File: config.mk
export PLATFORM = sky130hd
export DESIGN_NAME = fifo_ctrl_mc
export DESIGN_NICKNAME = d
export VERILOG_FILES = /design/src/rtl/fifo_ctrl_pkg.sv /design/src/rtl/fifo_ch_ctrl.sv /design/src/rtl/fifo_ctrl_mc.sv
export SDC_FILE = /design/constraint.sdc
export NUM_CORES = 1
export LEC_CHECK = 0
export CORE_MARGIN = 1.5
export CORE_UTILIZATION = 45
export CTS_CLUSTER_SIZE = 14
export DETAILED_ROUTE_END_ITERATION = 10
export PLACE_DENSITY = 0.88
export SLEW_MARGIN = 40
export SYNTH_ARGS = -nofsm -noshare
export SYNTH_HDL_FRONTEND = slang
export SYNTH_SLANG_ARGS = --single-unit
File: constraint.sdc
create_clock -name clk -period 2.34 [get_ports clk]
set_input_delay 0.702 -clock clk [delete_from_list [all_inputs] [get_ports clk]]
set_output_delay 0.702 -clock clk [all_outputs]
set_load 0.03 [all_outputs]
File: src/rtl/fifo_ctrl_pkg.sv
// ---------------------------------------------------------------------------
// fifo_ctrl_pkg
// Shared definitions for the multi-channel FIFO controller.
//   DEF_*            default parameter values used by fifo_ctrl_mc
//   FIFO_CTRL_CNT_L  macro deriving the occupancy width from the pointer
//                    width. One extra bit lets the count represent MEM_SIZE
//                    itself.
//   ch_op_e          per-cycle operation class of one channel, built from
//                    the accepted write/read strobes
// ---------------------------------------------------------------------------
`ifndef FIFO_CTRL_PKG_SV
`define FIFO_CTRL_PKG_SV

`define FIFO_CTRL_CNT_L(ptr_l) ((ptr_l) + 1)

package fifo_ctrl_pkg;

  localparam int DEF_NUM_CH   = 4;
  localparam int DEF_MEM_SIZE = 8;
  localparam int DEF_PTR_L    = 3;
  localparam int DEF_CNT_L    = `FIFO_CTRL_CNT_L(DEF_PTR_L);

  // The encoding is {write accepted, read accepted}.
  typedef enum logic [1:0] {
    OP_IDLE = 2'b00,
    OP_RD   = 2'b01,
    OP_WR   = 2'b10,
    OP_RW   = 2'b11
  } ch_op_e;

  function automatic ch_op_e op_decode(input logic wr_acc, input logic rd_acc);
    return ch_op_e'({wr_acc, rd_acc});
  endfunction

endpackage

`endif

File: src/rtl/fifo_ch_ctrl.sv
// ---------------------------------------------------------------------------
// fifo_ch_ctrl
// Control engine for one FIFO channel. It holds the write and read
// pointers, the occupancy count and the sticky overflow/underflow errors.
// It also decodes the status flags from the registered count.
//   clk, reset        rising-edge clock, asynchronous active-high reset
//   fifo_wr/fifo_rd   write / read requests
//   full_threshold    almost-full level (almost_full when count >= level)
//   empty_threshold   almost-empty level (almost_empty when count <= level)
//   err_clr           clears the sticky errors
//   mem_wr_en/rd_en   accepted write / read, combinational in the request cycle
//   wr_ptr/rd_ptr     memory addresses, wrapping at MEM_SIZE-1
//   fifo_count        occupancy, 0..MEM_SIZE
//   flags             fifo_full, fifo_empty, almost_full, almost_empty
//   overflow          sticky error flag
//   underflow         sticky error flag
// ---------------------------------------------------------------------------
module fifo_ch_ctrl
  import fifo_ctrl_pkg::*;
#(
  parameter int MEM_SIZE = DEF_MEM_SIZE,
  parameter int PTR_L    = DEF_PTR_L,
  parameter int CNT_L    = `FIFO_CTRL_CNT_L(PTR_L)
) (
  input  logic             clk,
  input  logic             reset,
  input  logic             fifo_wr,
  input  logic             fifo_rd,
  input  logic [CNT_L-1:0] full_threshold,
  input  logic [CNT_L-1:0] empty_threshold,
  input  logic             err_clr,
  output logic             mem_wr_en,
  output logic             mem_rd_en,
  output logic [PTR_L-1:0] wr_ptr,
  output logic [PTR_L-1:0] rd_ptr,
  output logic [CNT_L-1:0] fifo_count,
  output logic             fifo_full,
  output logic             fifo_empty,
  output logic             almost_full,
  output logic             almost_empty,
  output logic             overflow,
  output logic             underflow
);

  localparam logic [CNT_L-1:0] MEM_CNT  = CNT_L'(MEM_SIZE);
  localparam logic [PTR_L-1:0] PTR_LAST = PTR_L'(MEM_SIZE - 1);

  logic [PTR_L-1:0] wr_ptr_reg, wr_ptr_next;
  logic [PTR_L-1:0] rd_ptr_reg, rd_ptr_next;
  logic [CNT_L-1:0] count_reg, count_next;
  logic             ovf_reg, ovf_next;
  logic             udf_reg, udf_next;
  logic             wr_acc, rd_acc;
  ch_op_e           op;

  assign fifo_full    = (count_reg == MEM_CNT);
  assign fifo_empty   = (count_reg == '0);
  assign almost_full  = (count_reg >= full_threshold);
  assign almost_empty = (count_reg <= empty_threshold);

  // A full FIFO still accepts a write when a read drains a slot in the same
  // cycle. An empty FIFO never accepts a read, even with a write pending.
  assign rd_acc = fifo_rd & ~fifo_empty;
  assign wr_acc = fifo_wr & (~fifo_full | rd_acc);

  assign mem_wr_en  = wr_acc;
  assign mem_rd_en  = rd_acc;
  assign wr_ptr     = wr_ptr_reg;
  assign rd_ptr     = rd_ptr_reg;
  assign fifo_count = count_reg;
  assign overflow   = ovf_reg;
  assign underflow  = udf_reg;

  always_comb begin
    op          = op_decode(wr_acc, rd_acc);
    count_next  = count_reg;
    wr_ptr_next = wr_ptr_reg;
    rd_ptr_next = rd_ptr_reg;

    case (op)
      OP_WR:   count_next = count_reg + CNT_L'(1);
      OP_RD:   count_next = count_reg - CNT_L'(1);
      default: count_next = count_reg;
    endcase

    // Explicit wrap. MEM_SIZE need not be a power of two.
    if (wr_acc) begin
      wr_ptr_next = (wr_ptr_reg == PTR_LAST) ? '0 : wr_ptr_reg + PTR_L'(1);
    end
    if (rd_acc) begin
      rd_ptr_next = (rd_ptr_reg == PTR_LAST) ? '0 : rd_ptr_reg + PTR_L'(1);
    end

    // A new error in the same cycle as err_clr wins, so the flag stays set.
    ovf_next = (fifo_wr & ~wr_acc) | (ovf_reg & ~err_clr);
    udf_next = (fifo_rd & ~rd_acc) | (udf_reg & ~err_clr);
  end

  always_ff @(posedge clk or posedge reset) begin
    if (reset) begin
      wr_ptr_reg <= '0;
      rd_ptr_reg <= '0;
      count_reg  <= '0;
      ovf_reg    <= 1'b0;
      udf_reg    <= 1'b0;
    end else begin
      wr_ptr_reg <= wr_ptr_next;
      rd_ptr_reg <= rd_ptr_next;
      count_reg  <= count_next;
      ovf_reg    <= ovf_next;
      udf_reg    <= udf_next;
    end
  end

endmodule

File: src/rtl/fifo_ctrl_mc.sv
// ---------------------------------------------------------------------------
// fifo_ctrl_mc
// Multi-channel FIFO control logic. It holds NUM_CH independent
// fifo_ch_ctrl engines that share one clock, one reset and one pair of
// thresholds.
//   clk, reset                   rising-edge clock, asynchronous active-high reset
//   fifo_wr, fifo_rd, err_clr    per-channel requests (bit i = channel i)
//   full_threshold               shared almost-full level
//   empty_threshold              shared almost-empty level
//   mem_wr_en, mem_rd_en         per-channel accepted-operation strobes
//   wr_ptr, rd_ptr               channel i at [i*PTR_L +: PTR_L]
//   fifo_count                   channel i at [i*CNT_L +: CNT_L]
//   flags, overflow, underflow   one bit per channel
//   error                        OR of every overflow and underflow bit
// ---------------------------------------------------------------------------
module fifo_ctrl_mc
  import fifo_ctrl_pkg::*;
#(
  parameter int NUM_CH   = DEF_NUM_CH,
  parameter int MEM_SIZE = DEF_MEM_SIZE,
  parameter int PTR_L    = DEF_PTR_L,
  parameter int CNT_L    = `FIFO_CTRL_CNT_L(PTR_L)
) (
  input  logic                    clk,
  input  logic                    reset,
  input  logic [NUM_CH-1:0]       fifo_wr,
  input  logic [NUM_CH-1:0]       fifo_rd,
  input  logic [CNT_L-1:0]        full_threshold,
  input  logic [CNT_L-1:0]        empty_threshold,
  input  logic [NUM_CH-1:0]       err_clr,
  output logic [NUM_CH-1:0]       mem_wr_en,
  output logic [NUM_CH-1:0]       mem_rd_en,
  output logic [NUM_CH*PTR_L-1:0] wr_ptr,
  output logic [NUM_CH*PTR_L-1:0] rd_ptr,
  output logic [NUM_CH*CNT_L-1:0] fifo_count,
  output logic [NUM_CH-1:0]       fifo_full,
  output logic [NUM_CH-1:0]       fifo_empty,
  output logic [NUM_CH-1:0]       almost_full,
  output logic [NUM_CH-1:0]       almost_empty,
  output logic [NUM_CH-1:0]       overflow,
  output logic [NUM_CH-1:0]       underflow,
  output logic                    error
);

  for (genvar gi = 0; gi < NUM_CH; gi++) begin : g_ch
    fifo_ch_ctrl #(
      .MEM_SIZE (MEM_SIZE),
      .PTR_L    (PTR_L),
      .CNT_L    (CNT_L)
    ) u_ch (
      .clk             (clk),
      .reset           (reset),
      .fifo_wr         (fifo_wr[gi]),
      .fifo_rd         (fifo_rd[gi]),
      .full_threshold  (full_threshold),
      .empty_threshold (empty_threshold),
      .err_clr         (err_clr[gi]),
      .mem_wr_en       (mem_wr_en[gi]),
      .mem_rd_en       (mem_rd_en[gi]),
      .wr_ptr          (wr_ptr[gi*PTR_L +: PTR_L]),
      .rd_ptr          (rd_ptr[gi*PTR_L +: PTR_L]),
      .fifo_count      (fifo_count[gi*CNT_L +: CNT_L]),
      .fifo_full       (fifo_full[gi]),
      .fifo_empty      (fifo_empty[gi]),
      .almost_full     (almost_full[gi]),
      .almost_empty    (almost_empty[gi]),
      .overflow        (overflow[gi]),
      .underflow       (underflow[gi])
    );
  end

  assign error = |{overflow, underflow};

endmodule

==> run summary <==
Crit-path max FO - 4
Warnings from Yosys - 0
Post-synthesis sequential area ratio - 31.7%
Via count - 3426
Final Hold Fails - 0
Status - finished, violations left
Layout cells sized above 1 - 49.7%
Comb pwr share - 75.2%
Min cycle time layout - 2.61 ns
TritonCTS clock tree - done
Die Y - 94.7 µm
Most numerous cell in the Yosys netlist - ha_1
Number of nets in the layout - 620
Final instance area - 6290 µm²
Worst Hold Class - flip-flop to flip-flop
Tot Pwr - 0.00925 W
Site row count - 33
Flops & latches, synth - 48
Vias in the first global route - 3561
Mean Syn Cell Area - 10.3 µm²
Slowest CP cell - ha_4
Yosys top cell area share - 31.7%
Largest register FFs - 16
Ranking of synthesized cells by area - dfrtp_1 32%, ha_1 19%, buf_4 6.3%
Post-Syn Instances - 369
Largest net degree at the start of global routing - 49
RSZ-0062 raised after global routing - true
First-pass GRT wire length - 17000 µm
Slew margin rel. - 73.5%
Setup tns final - -3.73 ns
Synth Flop Type - dfrtp_1
Clock-pin transition on the worst setup and hold timing paths - 0.10 ns
Net Sw Power - 0.00422 W
Clock tree buffer depth - 2
Max incr delay on CP - 0.22 ns
DP HPWL - 7050 µm
P_leak - 2.99 nW
Switching Share - 45.6%
ANT cells - 0
Multi-input gate area - 2760 µm²
Max-Cap Viols - 0
GRT overflow - 0
Hold buffers post-CTS - 0
Internal Pwr Total - 0.00503 W
Top cell type by total area after synthesis - dfrtp_1
Worst Max-Slew Pin Slew - 0.394 ns
CP Launch Type - primary input
CTS root buffer - clkbuf_8
EDFF count, synth - 0
Crit path kind - primary input to output pin
Drt via density - 5.32
Period utilization - 111%
Port Buf Inserts - 94
Die area - 8980 µm²
Die extent in x - 94.7 µm
CTS buffer count - 5
Cell chain of the critical path - buf_8, clkinv_8, ha_4, nor2b_1, o21a_1, o21a_1, o21ai_2, buf_6
Layout fillers - 479
Initial Utilization - 46.3%
Max Clk Rate - 0.384 GHz
Core area - 8180 µm²
WL final - 12200 µm
VDD IR max - 0.803 mV
Post-synth top cells - 56 x ha_1, 48 x dfrtp_1, 37 x inv_1
Final Skew - 0.0123 ns
FF/Latch Area - 1220 µm²
Drc violations - 0
Ys async rst share - 100%
Violated checks - negative setup slack
WL per Instance - 18.9 µm
Top Ports - 95
Seq pwr share - 18.0%
Drt pass-1 iters - 4
Worst path required time - 1.64 ns
Synthesized area - 3790 µm²
CP most frequent cell - o21a_1
Synthesized Nets - 451
P&R area growth vs syn - 66.2%
Routability cong. - 0.810
Power per cell area - 1470 nW/µm²
PnR worst setup slack - -0.266 ns
Initial antenna violation count - 0
WP data arrival - 1.90 ns
DP Area - 5240 µm²
Final antenna-violating net count - 0
Worst-Skew Late Latency - 0.31 ns
Clock sink count - 48
H-tree Lvls - 2
Final setup violation count - 24
Clock Power Share - 6.8%
Pre-CTS setup slack - -1.09 ns
DR iter-0 viols - 202
CP endpoint kind - output pin
Synth unique cells - 40
Final Slew Violations - 0
Gr usage total - 24.2%
-- through the flow --
step	hold slack, ns	util (%)	instances
global placement	0.488	64.1	590
CTS	0.521	74.2	629
floorplan	0.497	-	369
global route	0.562	77.0	644
finish	0.518	77.0	644
detailed placement	0.497	64.1	590
-- cells by family (layout without fill, tap and decap cells) --
kind of cell	Yosys count	after routing	share of synthesized area, %
muxes	20	20	5.75
adders and majority gates	60	60	20.6
xor gates and xnor gates	12	12	2.78
AOI/OAI and AO/OA	79	79	17.6
and+or+nand+nor	72	72	10.4
DFF	48	48	31.7
buffers and inverters	78	248	11.1
-- power by group through the flow --
stage,clock network (W),registers [W],logic (W)
2_1_floorplan,0,0.00239,0.00283
3_3_place_gp,0,0.00161,0.00523
3_5_place_dp,0,0.00165,0.00550
4_1_cts,0.000646,0.00164,0.00635
5_1_grt,0.000669,0.00171,0.00738
6_report,0.000632,0.00166,0.00696
-- worst max-delay path: cells and delay by family --
family          cells  cell delay [ns]
buf+inv             3             0.31
compound gates      3             0.52
fa+ha+maj           1             0.22
simple gates        1             0.14
-- what timing repair did --
| action | in CTS | in global routing |
|---|---|---|
| resized for setup | 169 | 37 |
| setup endpoints to repair | 30 | 31 |
| pin swaps | 33 | 28 |
| gates cloned | 0 | 0 |
| setup buffers | 31 | 16 |
-- cell usage in the layout, fill, tap and decap left out, drive strengths merged, types with 3 or more instances in the layout --
master	Yosys	routed
nand4	4	4
xnor2	8	8
nor2b	7	7
a32oi	3	3
o31ai	3	3
nor2	10	10
inv	37	36
o21a	8	8
o22ai	4	4
a221o	3	3
clkdlybuf4s15	0	3
a22o	6	6
or3	4	4
a21o	21	21
dlygate4sd2	0	10
buf	38	137
nor3	10	10
mux2i	6	6
nand2b	12	12
o221ai	4	4
ha	56	56
dfrtp	48	48
a211o	3	3
a31oi	3	3
xor2	4	4
clkbuf	3	6
or2	7	7
fa	4	4
nand2	12	12
o21ai	16	16
mux2	14	14
a21oi	4	4
and2	3	3
clkdlybuf4s50	0	46
dlymetal6s2s	0	7
-- per-layer routing --
layer  track usage [%]  vias up  part of all wire, %
met2              43.6      113                   53
met1              28.5     1681                   39
li1                  -     1605                    -
met4              8.21        0                  2.4
met5                 0        -                    0
met3              4.75       27                  5.5
-- area by class of cell --
class / count / area share, %
clock buffer: 6 / 1.15
inverter: 37 / 2.72
multi-input combinational: 243 / 43.8
tap: 105 / 2.09
sequential: 48 / 19.3
timing repair buffer: 203 / 30.4
clock inverter: 2 / 0.557
-- path summary, 6_finish.rpt --
check / end / slack (ns) / start / cells after the start
hold reg to reg: g_ch[0].u_ch.wr_ptr[1] / 0.52 / g_ch[0].u_ch.wr_ptr[1] / 2
hold / removal: g_ch[0].u_ch.wr_ptr[1] / 0.52 / g_ch[0].u_ch.wr_ptr[1] / 2
setup / recovery: almost_empty[0] / -0.27 / empty_threshold[1] / 8
max in group asynchronous: g_ch[1].u_ch.fifo_count[1] / 1.31 / reset / 3
setup reg to reg: g_ch[3].u_ch.fifo_count[3] / -0.26 / g_ch[3].u_ch.fifo_count[0] / 11
min in group asynchronous: g_ch[2].u_ch.wr_ptr[2] / 0.76 / reset / 3
Note: power is estimated with default switching activity, not from simulation.
